### src/rtl/pid_mc_controller_pkg.sv
// Shared types and width helpers for the time-multiplexed PID controller.
package pid_mc_controller_pkg;

    typedef enum logic [1:0] {S_IDLE, S_MUL, S_UPD, S_OUT} state_t;

    localparam int DEF_DATA_W = 8;
    localparam int DEF_GAIN_W = 8;
    localparam int DEF_ACC_W  = 16;

    // Gain (zero-extended) times an error difference of DATA_W+2 bits fits here.
    function automatic int prod_width(input int data_w, input int gain_w);
        return data_w + gain_w + 2;
    endfunction

    function automatic int sum_width(input int acc_w, input int prod_w);
        return ((acc_w > prod_w) ? acc_w : prod_w) + 2;
    endfunction

endpackage

### src/rtl/pid_mc_controller_sat.sv
// Signed saturator: clamps a wide signed value into [LO, HI] and truncates to OUT_W bits.
module pid_sat #(
    parameter int                      IN_W  = 20,
    parameter int                      OUT_W = 16,
    parameter logic signed [IN_W-1:0]  LO    = {1'b1, {(IN_W-1){1'b0}}},
    parameter logic signed [IN_W-1:0]  HI    = {1'b0, {(IN_W-1){1'b1}}}
) (
    input  logic signed [IN_W-1:0]  din,
    output logic        [OUT_W-1:0] dout
);

    logic signed [IN_W-1:0] clamped;

    always_comb begin
        clamped = din;
        if (din > HI) begin
            clamped = HI;
        end else if (din < LO) begin
            clamped = LO;
        end
        dout = clamped[OUT_W-1:0];
    end

endmodule

### src/rtl/pid_mc_controller.sv
// PID controller for NCH loops sharing one multiply/accumulate datapath, with
// per-channel integrator and previous-error registers and clamp-style anti-windup.
module pid_mc_controller
    import pid_mc_controller_pkg::*;
#(
    parameter int DATA_W = DEF_DATA_W,
    parameter int GAIN_W = DEF_GAIN_W,
    parameter int ACC_W  = DEF_ACC_W,
    parameter int NCH    = 4,
    parameter int CH_W   = (NCH > 1) ? $clog2(NCH) : 1
) (
    input  logic              clk,
    input  logic              rst_n,
    input  logic              in_valid,
    output logic              in_ready,
    input  logic [CH_W-1:0]   in_ch,
    input  logic [DATA_W-1:0] setpoint,
    input  logic [DATA_W-1:0] feedback,
    input  logic [GAIN_W-1:0] kp,
    input  logic [GAIN_W-1:0] ki,
    input  logic [GAIN_W-1:0] kd,
    input  logic              clr_valid,
    input  logic [CH_W-1:0]   clr_ch,
    output logic              out_valid,
    input  logic              out_ready,
    output logic [CH_W-1:0]   out_ch,
    output logic [DATA_W-1:0] control_signal
);

    localparam int ERR_W  = DATA_W + 1;
    localparam int PROD_W = prod_width(DATA_W, GAIN_W);
    localparam int SUM_W  = sum_width(ACC_W, PROD_W);
    localparam logic [CH_W:0]             NCH_V  = (CH_W+1)'(NCH);
    localparam logic signed [SUM_W-1:0]   ACC_HI = SUM_W'({(ACC_W-1){1'b1}});
    localparam logic signed [SUM_W-1:0]   ACC_LO = ~ACC_HI;
    localparam logic signed [SUM_W-1:0]   OUT_HI = SUM_W'({DATA_W{1'b1}});

    state_t                    state_q, state_d;
    logic                      in_ready_q, in_ready_d, out_valid_q, out_valid_d;
    logic [CH_W-1:0]           ch_q, ch_d;
    logic                      ch_ok_q, ch_ok_d;
    logic [DATA_W-1:0]         sp_q, sp_d, fb_q, fb_d, ctrl_q, ctrl_d;
    logic [GAIN_W-1:0]         kp_q, kp_d, ki_q, ki_d, kd_q, kd_d;
    logic signed [ERR_W-1:0]   err_q, err_d;
    logic signed [PROD_W-1:0]  p_q, p_d, ki_term_q, ki_term_d, d_q, d_d;
    logic signed [ACC_W-1:0]   integ_q [NCH];
    logic signed [ACC_W-1:0]   integ_d [NCH];
    logic signed [ERR_W-1:0]   prev_err_q [NCH];
    logic signed [ERR_W-1:0]   prev_err_d [NCH];
    logic [NCH-1:0]            prev_ok_q, prev_ok_d;

    logic [CH_W-1:0]           rd_idx;
    logic signed [ERR_W-1:0]   err_c;
    logic signed [PROD_W-1:0]  err_x, prev_x, kp_x, ki_x, kd_x, p_c, ki_c, d_c;
    logic signed [ACC_W-1:0]   integ_cur, ic, integ_new;
    logic signed [SUM_W-1:0]   integ_sum, sum_s, out_sum;
    logic                      ki_pos, ki_neg, wind;
    logic [DATA_W-1:0]         ctrl_sat;

    // Out-of-range channels read channel 0 harmlessly; their results are forced to zero.
    assign rd_idx    = ch_ok_q ? ch_q : '0;
    assign err_c     = $signed({1'b0, sp_q}) - $signed({1'b0, fb_q});
    assign err_x     = PROD_W'(err_c);
    assign prev_x    = PROD_W'(prev_err_q[rd_idx]);
    assign kp_x      = PROD_W'({1'b0, kp_q});
    assign ki_x      = PROD_W'({1'b0, ki_q});
    assign kd_x      = PROD_W'({1'b0, kd_q});
    assign p_c       = kp_x * err_x;
    assign ki_c      = ki_x * err_x;
    assign d_c       = prev_ok_q[rd_idx] ? kd_x * (err_x - prev_x) : '0;

    assign integ_cur = integ_q[rd_idx];
    assign integ_sum = SUM_W'(integ_cur) + SUM_W'(ki_term_q);

    pid_sat #(.IN_W(SUM_W), .OUT_W(ACC_W), .LO(ACC_LO), .HI(ACC_HI)) u_sat_integ (
        .din  (integ_sum),
        .dout (ic)
    );

    // Integration is frozen when the unclamped output is already pushed past a rail
    // in the same direction the integrator is moving.
    assign sum_s     = SUM_W'(p_q) + SUM_W'(ic) + SUM_W'(d_q);
    assign ki_pos    = !ki_term_q[PROD_W-1] && (ki_term_q != '0);
    assign ki_neg    = ki_term_q[PROD_W-1];
    assign wind      = ((sum_s > OUT_HI) && ki_pos) || (sum_s[SUM_W-1] && ki_neg);
    assign integ_new = wind ? integ_cur : ic;
    assign out_sum   = SUM_W'(p_q) + SUM_W'(integ_new) + SUM_W'(d_q);

    pid_sat #(.IN_W(SUM_W), .OUT_W(DATA_W), .LO('0), .HI(OUT_HI)) u_sat_out (
        .din  (out_sum),
        .dout (ctrl_sat)
    );

    always_comb begin
        state_d     = state_q;
        in_ready_d  = in_ready_q;
        out_valid_d = out_valid_q;
        ch_d        = ch_q;
        ch_ok_d     = ch_ok_q;
        sp_d        = sp_q;
        fb_d        = fb_q;
        kp_d        = kp_q;
        ki_d        = ki_q;
        kd_d        = kd_q;
        err_d       = err_q;
        p_d         = p_q;
        ki_term_d   = ki_term_q;
        d_d         = d_q;
        ctrl_d      = ctrl_q;
        integ_d     = integ_q;
        prev_err_d  = prev_err_q;
        prev_ok_d   = prev_ok_q;

        case (state_q)
            S_IDLE: begin
                if (in_valid && in_ready_q) begin
                    ch_d       = in_ch;
                    ch_ok_d    = ({1'b0, in_ch} < NCH_V);
                    sp_d       = setpoint;
                    fb_d       = feedback;
                    kp_d       = kp;
                    ki_d       = ki;
                    kd_d       = kd;
                    in_ready_d = 1'b0;
                    state_d    = S_MUL;
                end
            end
            S_MUL: begin
                err_d     = err_c;
                p_d       = p_c;
                ki_term_d = ki_c;
                d_d       = d_c;
                state_d   = S_UPD;
            end
            S_UPD: begin
                if (ch_ok_q) begin
                    integ_d[ch_q]    = integ_new;
                    prev_err_d[ch_q] = err_q;
                    prev_ok_d[ch_q]  = 1'b1;
                end
                ctrl_d      = ch_ok_q ? ctrl_sat : '0;
                out_valid_d = 1'b1;
                state_d     = S_OUT;
            end
            S_OUT: begin
                if (out_ready) begin
                    out_valid_d = 1'b0;
                    in_ready_d  = 1'b1;
                    state_d     = S_IDLE;
                end
            end
            default: state_d = S_IDLE;
        endcase

        // Applied last so a clear overrides a same-edge update of the same channel.
        if (clr_valid && ({1'b0, clr_ch} < NCH_V)) begin
            integ_d[clr_ch]    = '0;
            prev_err_d[clr_ch] = '0;
            prev_ok_d[clr_ch]  = 1'b0;
        end
    end

    always_ff @(posedge clk or negedge rst_n) begin
        if (!rst_n) begin
            state_q     <= S_IDLE;
            in_ready_q  <= 1'b1;
            out_valid_q <= 1'b0;
            ch_q        <= '0;
            ch_ok_q     <= 1'b0;
            sp_q        <= '0;
            fb_q        <= '0;
            kp_q        <= '0;
            ki_q        <= '0;
            kd_q        <= '0;
            err_q       <= '0;
            p_q         <= '0;
            ki_term_q   <= '0;
            d_q         <= '0;
            ctrl_q      <= '0;
            prev_ok_q   <= '0;
            for (int i = 0; i < NCH; i++) begin
                integ_q[i]    <= '0;
                prev_err_q[i] <= '0;
            end
        end else begin
            state_q     <= state_d;
            in_ready_q  <= in_ready_d;
            out_valid_q <= out_valid_d;
            ch_q        <= ch_d;
            ch_ok_q     <= ch_ok_d;
            sp_q        <= sp_d;
            fb_q        <= fb_d;
            kp_q        <= kp_d;
            ki_q        <= ki_d;
            kd_q        <= kd_d;
            err_q       <= err_d;
            p_q         <= p_d;
            ki_term_q   <= ki_term_d;
            d_q         <= d_d;
            ctrl_q      <= ctrl_d;
            prev_ok_q   <= prev_ok_d;
            integ_q     <= integ_d;
            prev_err_q  <= prev_err_d;
        end
    end

    assign in_ready       = in_ready_q;
    assign out_valid      = out_valid_q;
    assign out_ch         = ch_q;
    assign control_signal = ctrl_q;

endmodule

### config.mk
export PLATFORM = sky130hd
export DESIGN_NAME = pid_mc_controller
export DESIGN_NICKNAME = d
export VERILOG_FILES = /design/src/rtl/pid_mc_controller_pkg.sv /design/src/rtl/pid_mc_controller_sat.sv /design/src/rtl/pid_mc_controller.sv
export SDC_FILE = /design/constraint.sdc
export NUM_CORES = 1
export LEC_CHECK = 0
export CORE_ASPECT_RATIO = 1.25
export CORE_MARGIN = 5
export CORE_UTILIZATION = 60
export DETAILED_ROUTE_END_ITERATION = 8
export PLACE_DENSITY = 0.78
export SYNTH_ARGS = -nofsm -noshare
export SYNTH_HDL_FRONTEND = slang
export SYNTH_SLANG_ARGS = --single-unit
### constraint.sdc
create_clock -name clk -period 13.2 [get_ports clk]
set_clock_uncertainty 0.1 [all_clocks]
set_input_delay 2.64 -clock clk [delete_from_list [all_inputs] [get_ports clk]]
set_output_delay 2.64 -clock clk [all_outputs]
set_load 0.01 [all_outputs]
# Yosys cells after proc, flatten, opt, wreduce, memory -nomap -nowiden
# Index checks and enable logic that the tools add are counted.
# word_totals
regBits	222
in_bits	49
# op_classes
eq_ne	5
magnitude_cmp	15
multipliers	3
reduce_logical	18
add_sub_neg	7
n_mux	47
bitwise	10
# ops
op	n
$mux 64	3
$mux 16	7
$mux 36	3
$and 64x64->64	1
$bwmux 64	1
$demux 16 s2	2
$not 64->64	1
$add 19x18->20	2
$gt 20x9->1 const B	2
$add 18x16->19	2
$and 36x36->36	1
$bwmux 36	1
$demux 9 s2	2
$mul 9x9->18	2
$mux 9	4
$not 36->36	1
$bmux 16 s2	1
$mux 8	3
$lt 20x1->1 const B	1
$add 16x18->19	1
$gt 19x16->1 const B	1
$lt 19x16->1 const B	1
$bmux 9 s2	1
$mul 9x10->18	1
29 further kinds	60

# Logic depth before layout (Yosys ltp)
# logic_depth
word_depth	21
ltp_mapped	45
depth_no_buf	38

# By module
# A second synthesis with hierarchy kept.
# hier_totals
cells_unflattened	2345
area_unflattened_um2	21790.9
# modules_own_cells
mod	n_inst	cells_per_inst	area_each_um2
pid_mc_controller	1	2265	21177.8
pid_sat (u_sat_integ)	1	60	470.5
pid_sat (u_sat_out)	1	20	142.6

# Worst setup path before layout
# Ideal clock, no wire load.
# synth_path
path_type	register to register
start	register ch_q[0] (netlist: out_ch[0])
end	register ctrl_q[2] (netlist: control_signal[2])
synth_period_minus_slack_ns	10.681
setup_slack_ns	2.519
t_arrival_ns	10.437
path_buffers	8
required_time_ns	12.956
stages_incl_launch_ff	46
cell_sequence	dfrtp_1 clkbuf_1 and2_1 clkbuf_1 clkbuf_1 clkbuf_1 nand2_1 a31oi_1 ha_1 a21oi_1 o22ai_1 o211a_1 o21a_1 or4_1 nand2_1 o41a_1 buf_2 o21a_1 [10 not listed] o31a_1 buf_6 buf_6 nand2_1 nand2_1 fa_1 ha_1 fa_1 a21o_1 a21oi_1 o21ai_0 a211oi_1 o21bai_1 a31oi_1 a21oi_1 clkbuf_1 a2111oi_0 a21oi_1
# synth_between
elab_chain_cells	21
# synth_rtl
element	line	source
from (decl)	pid_mc_controller.sv:40	logic [CH_W-1:0] ch_q, ch_d;
from (signal assigned)	pid_mc_controller.sv:189	ch_q <= ch_d;
$mux 2 (*)	pid_mc_controller.sv:61	assign rd_idx = ch_ok_q ? ch_q : '0;
$not 2->3 (implied by the code) (*)	pid_mc_controller.sv:72	assign integ_cur = integ_q[rd_idx];
$bmux 16 s2 (*)	pid_mc_controller.sv:72	
$mux 16 (implied by the code) (*) (2 in a row)	pid_mc_controller.sv:72	
$add 16x18->19	pid_mc_controller.sv:73	assign integ_sum = SUM_W'(integ_cur) + SUM_W'(ki_term_q);
$lt 19x16->1	pid_mc_controller_sat.sv:18	end else if (din < LO) begin
$mux 16	pid_mc_controller_sat.sv:18	
$mux 16	pid_mc_controller_sat.sv:16	if (din > HI) begin
[4 not listed]	--	
$logic_or 1x1->1	pid_mc_controller.sv:85	assign wind = ((sum_s > OUT_HI) && ki_pos) || (sum_s[SUM_W-1] && ki_neg);
$mux 16 (*)	pid_mc_controller.sv:86	assign integ_new = wind ? integ_cur : ic;
$add 18x16->19 (*)	pid_mc_controller.sv:87	assign out_sum = SUM_W'(p_q) + SUM_W'(integ_new) + SUM_W'(d_q);
$add 19x18->20 (*)	pid_mc_controller.sv:87	
$lt 20x1->1	pid_mc_controller_sat.sv:18	
$mux 8	pid_mc_controller_sat.sv:18	
$mux 8 (*)	pid_mc_controller_sat.sv:16	
$mux 8 (*)	pid_mc_controller.sv:141	ctrl_d = ch_ok_q ? ctrl_sat : '0;
to (signal assigned)	pid_mc_controller.sv:200	ctrl_q <= ctrl_d;
to (decl)	pid_mc_controller.sv:42	logic [DATA_W-1:0] sp_q, sp_d, fb_q, fb_d, ctrl_q, ctrl_d;
# Mark *: on every way between the ends. The rest lies on a longest branch, timed or not. The select of a mux whose other input is x is not followed.
# A chain may end at the register's enable or synchronous reset.

# Worst setup path in the final report
# Same ends and word-level chain as after synthesis.

==> impl_metrics.py <==
metrics = {
    "clock_network": {
        "htree_levels": 1,
        "clockBufferDepth": 3,
        "cts_buffers": 25,
        "clock_sinks": 222,
        "cts_tree": "yes",
        "root_buffer": "clkbuf_16",
        "clkTransAtPathRegs_ns": 0.06,
        "clkLatencyLatePin_ns": 0.57,
    },
    "critical_path": {
        "slowest_delay_ns": 0.69,
        "worstSetupStartpoint": "out_ch[0]",
        "cp-end-kind": "flip-flop",
        "rrSetupSlack_ns": 0.61,
        "critPathRequiredTime_ns": 13.52,
        "cp.arrival_ns": 12.90,
        "cp_max_fo": 33,
        "cp-start-kind": "flip-flop",
        "r2r_cells": 34,
        "rr_startpoint": "out_ch[0]",
        "regToRegEndpoint": "control_signal[2]",
        "crit_top_cell": "a21oi_1",
        "worstSetupPathType": "flip-flop to flip-flop",
        "critPathCapture": "control_signal[2]",
        "slowest_stage": "o41ai_4",
    },
    "yosys": {
        "yosys_most_used_dff": "dfrtp_1",
        "ys_warn_count": 0,
        "ys_seq_area_share_pct": 25.0,
        "async_flop_share_pct": 100,
        "syn-cell-area_um2": 22200,
        "syn-num-nets": 2874,
        "syn_inst": 2417,
        "synth_cell_types": 85,
        "synth_edf_count": 0,
        "avgSynthCellArea_um2": 9.20,
        "synth_seq_cells": 222,
    },
    "timing": {
        "finalWorstSetupSlack_ns": 0.614,
        "finalMaxSlewViolations": 0,
        "relSlewSlack_pct": 19.4,
        "fin_crit_sh_pct": 95.3,
        "min_period_ns": 12.59,
        "finalSetupViolCount": 0,
        "worst_pin_slew_ns": 1.20,
        "max_freq_mhz": 79.5,
        "rsz0062_at_grt": "false",
        "hold_viol": 0,
        "tns_ns": 0,
    },
    "cells_and_area": {
        "diodes": 0,
        "final_core_util_pct": 66.6,
        "nFillCells": 2923,
        "drive_gt1_share_pct": 8.47,
        "final_common_cell": "inv_1",
        "final_nets": 2883,
        "layout_common_cells": "inv_1, nand2_1, dfrtp_1, ha_1, fa_1",
        "area_growth_pct": 9.28,
    },
    "floorplan": {
        "dieHeight_um": 225,
        "start_util_pct": 60.9,
        "dieArea_um2": 41000,
        "rows": 78,
        "die_width_um": 182,
        "core_area_um2": 36500,
        "ioPinCount": 61,
    },
    "detailed_routing": {
        "ant_nets": 0,
        "drt_iter0_markers": 1289,
        "drc_errors": 0,
        "vias": 17800,
        "viasPerCell": 6.09,
        "finalWirelength_um": 59900,
        "dr.pass1.iters": 8,
        "routedWlPerCell_um": 20.5,
    },
    "power": {
        "leakage_uw": 0.0123,
        "p_per_area_nw_per_um2": 63.0,
        "total_power_uw": 1530,
        "peakVddDrop_v": 0.0000986,
    },
    "global_routing": {
        "antenna_found_initial": 0,
        "grt.overflow.total": 0,
        "grt_max_degree": 81,
        "track_usage_pct": 29.4,
        "grt_pass1_vias": 18400,
        "grt_pass1_wl_um": 97200,
    },
    "place": {
        "hpwl_um": 45900,
        "post-place-ws_ns": 0.555,
        "gp_congestion": 0.971,
        "io_buffers": 60,
    },
    "worst_hold_path": {
        "min_path_type": "flip-flop to flip-flop",
    },
    "run": {
        "drv_cap": 0,
    },
    "run_status": {
        "status": "complete, no violations",
    },
}
-- critical path, delay by kind of cell, from the launching register on --
kind / cells / cell delay (ns)
AO/OA/AOI/OAI: 20 / 7.62
adder cells (fa/ha/maj): 5 / 2.00
AND/OR/NAND/NOR: 5 / 1.22
buffers and inverters: 3 / 0.69
flip-flops: 1 / 0.57
multiplexers: 1 / 0.22
-- cell usage after synthesis, types with 24 or more instances --
master      n  share of area [%]
xnor2_1    44                1.7
nand2b_1   29               0.82
inv_1     326                5.5
a21oi_1   158                3.6
nand2_1   283                4.8
o21a_1     25               0.84
a21o_1     26               0.88
o21ai_0   106                2.4
nor2_1     85                1.4
mux2_2     80                4.1
ha_1      217                 12
and2_1     86                2.4
dfrtp_1   221                 25
fa_1      191                 17
a31oi_1    36                1.0
mux2i_1    24                1.1
clkbuf_1   86                1.5
o31ai_1    25               0.84
nor2b_1    36                1.0
-- cells by family after synthesis --
family | synth area share [%]
buf+inv | 7.56
mux | 5.32
flops | 25.0
compound gates | 16.8
fa+ha+maj | 29.4
simple gates | 13.3
xor+xnor | 2.60
-- cell type report --
class	instances	area [um2]	share of cell area, %
Clock inverter	16	262	1.08
Multi-Input combinational cell	1757	15100	62.2
Tap cell	480	601	2.47
Inverter	328	1230	5.07
Clock buffer	30	694	2.86
Sequential cell	222	5560	22.9
Timing Repair Buffer	92	846	3.48
-- metal layers --
layer / GRT usage, % / up-vias / routed length (um)
li1: - / 8212 / -
met1: 37.9 / 8756 / 23900
met2: 50.9 / 701 / 29500
met3: 3.83 / 138 / 4080
met4: 10.9 / 0 / 2390
met5: 0 / - / 0
-- worst min-delay path by stage --
stage / from / to / slack [ns] / cells past startpoint
5_1_grt: prev_ok_q[3] / prev_ok_q[3] / 0.42 / 2
4_1_cts: integ_q[18] / integ_q[18] / 0.38 / 2
3_3_place_gp: prev_ok_q[2] / prev_ok_q[2] / 0.37 / 2
2_1_floorplan: integ_q[16] / integ_q[16] / 0.35 / 2
6_report: integ_q[18] / integ_q[18] / 0.39 / 2
3_5_place_dp: integ_q[18] / integ_q[18] / 0.37 / 2
-- state kept, by name, indices dropped and copies added, names as in the netlist, 2 cells and up --
name            cells
ki_term_q          18
p_q                18
control_signal      8
out_ch              2
state_q             2
fb_q                8
d_q                18
kp_q                8
ki_q                8
err_q               9
sp_q                8
prev_err_q         36
kd_q                8
prev_ok_q           4
integ_q            64
-- through the flow --
| step | cell area [um2] | cells | hold WS, ns |
|---|---|---|---|
| 2_1_floorplan | 22200 | 2417 | 0.352 |
| 3_3_place_gp | 23300 | 2878 | 0.372 |
| 3_5_place_dp | 23300 | 2878 | 0.368 |
| 4_1_cts | 24200 | 2924 | 0.385 |
| 5_1_grt | 24300 | 2925 | 0.416 |
| 6_report | 24300 | 2925 | 0.388 |
-- power by group --
part / internal [uW] / total, uW / leakage [uW] / switching [uW]
Clock: 497 / 811 / 0.000468 / 315
Combinational: 14.8 / 38.4 / 0.00869 / 23.6
Sequential: 681 / 681 / 0.00309 / 0.178
-- repair_timing --
item / CTS / global route
gates resized for setup: 0 / 8
hold buffers: 0 / 0
endpoints found under the hold margin: 0 / 0
setup endpoints to repair: 0 / 8
setup buffers: 0 / 1
Note: power is estimated with default switching activity, not from simulation.
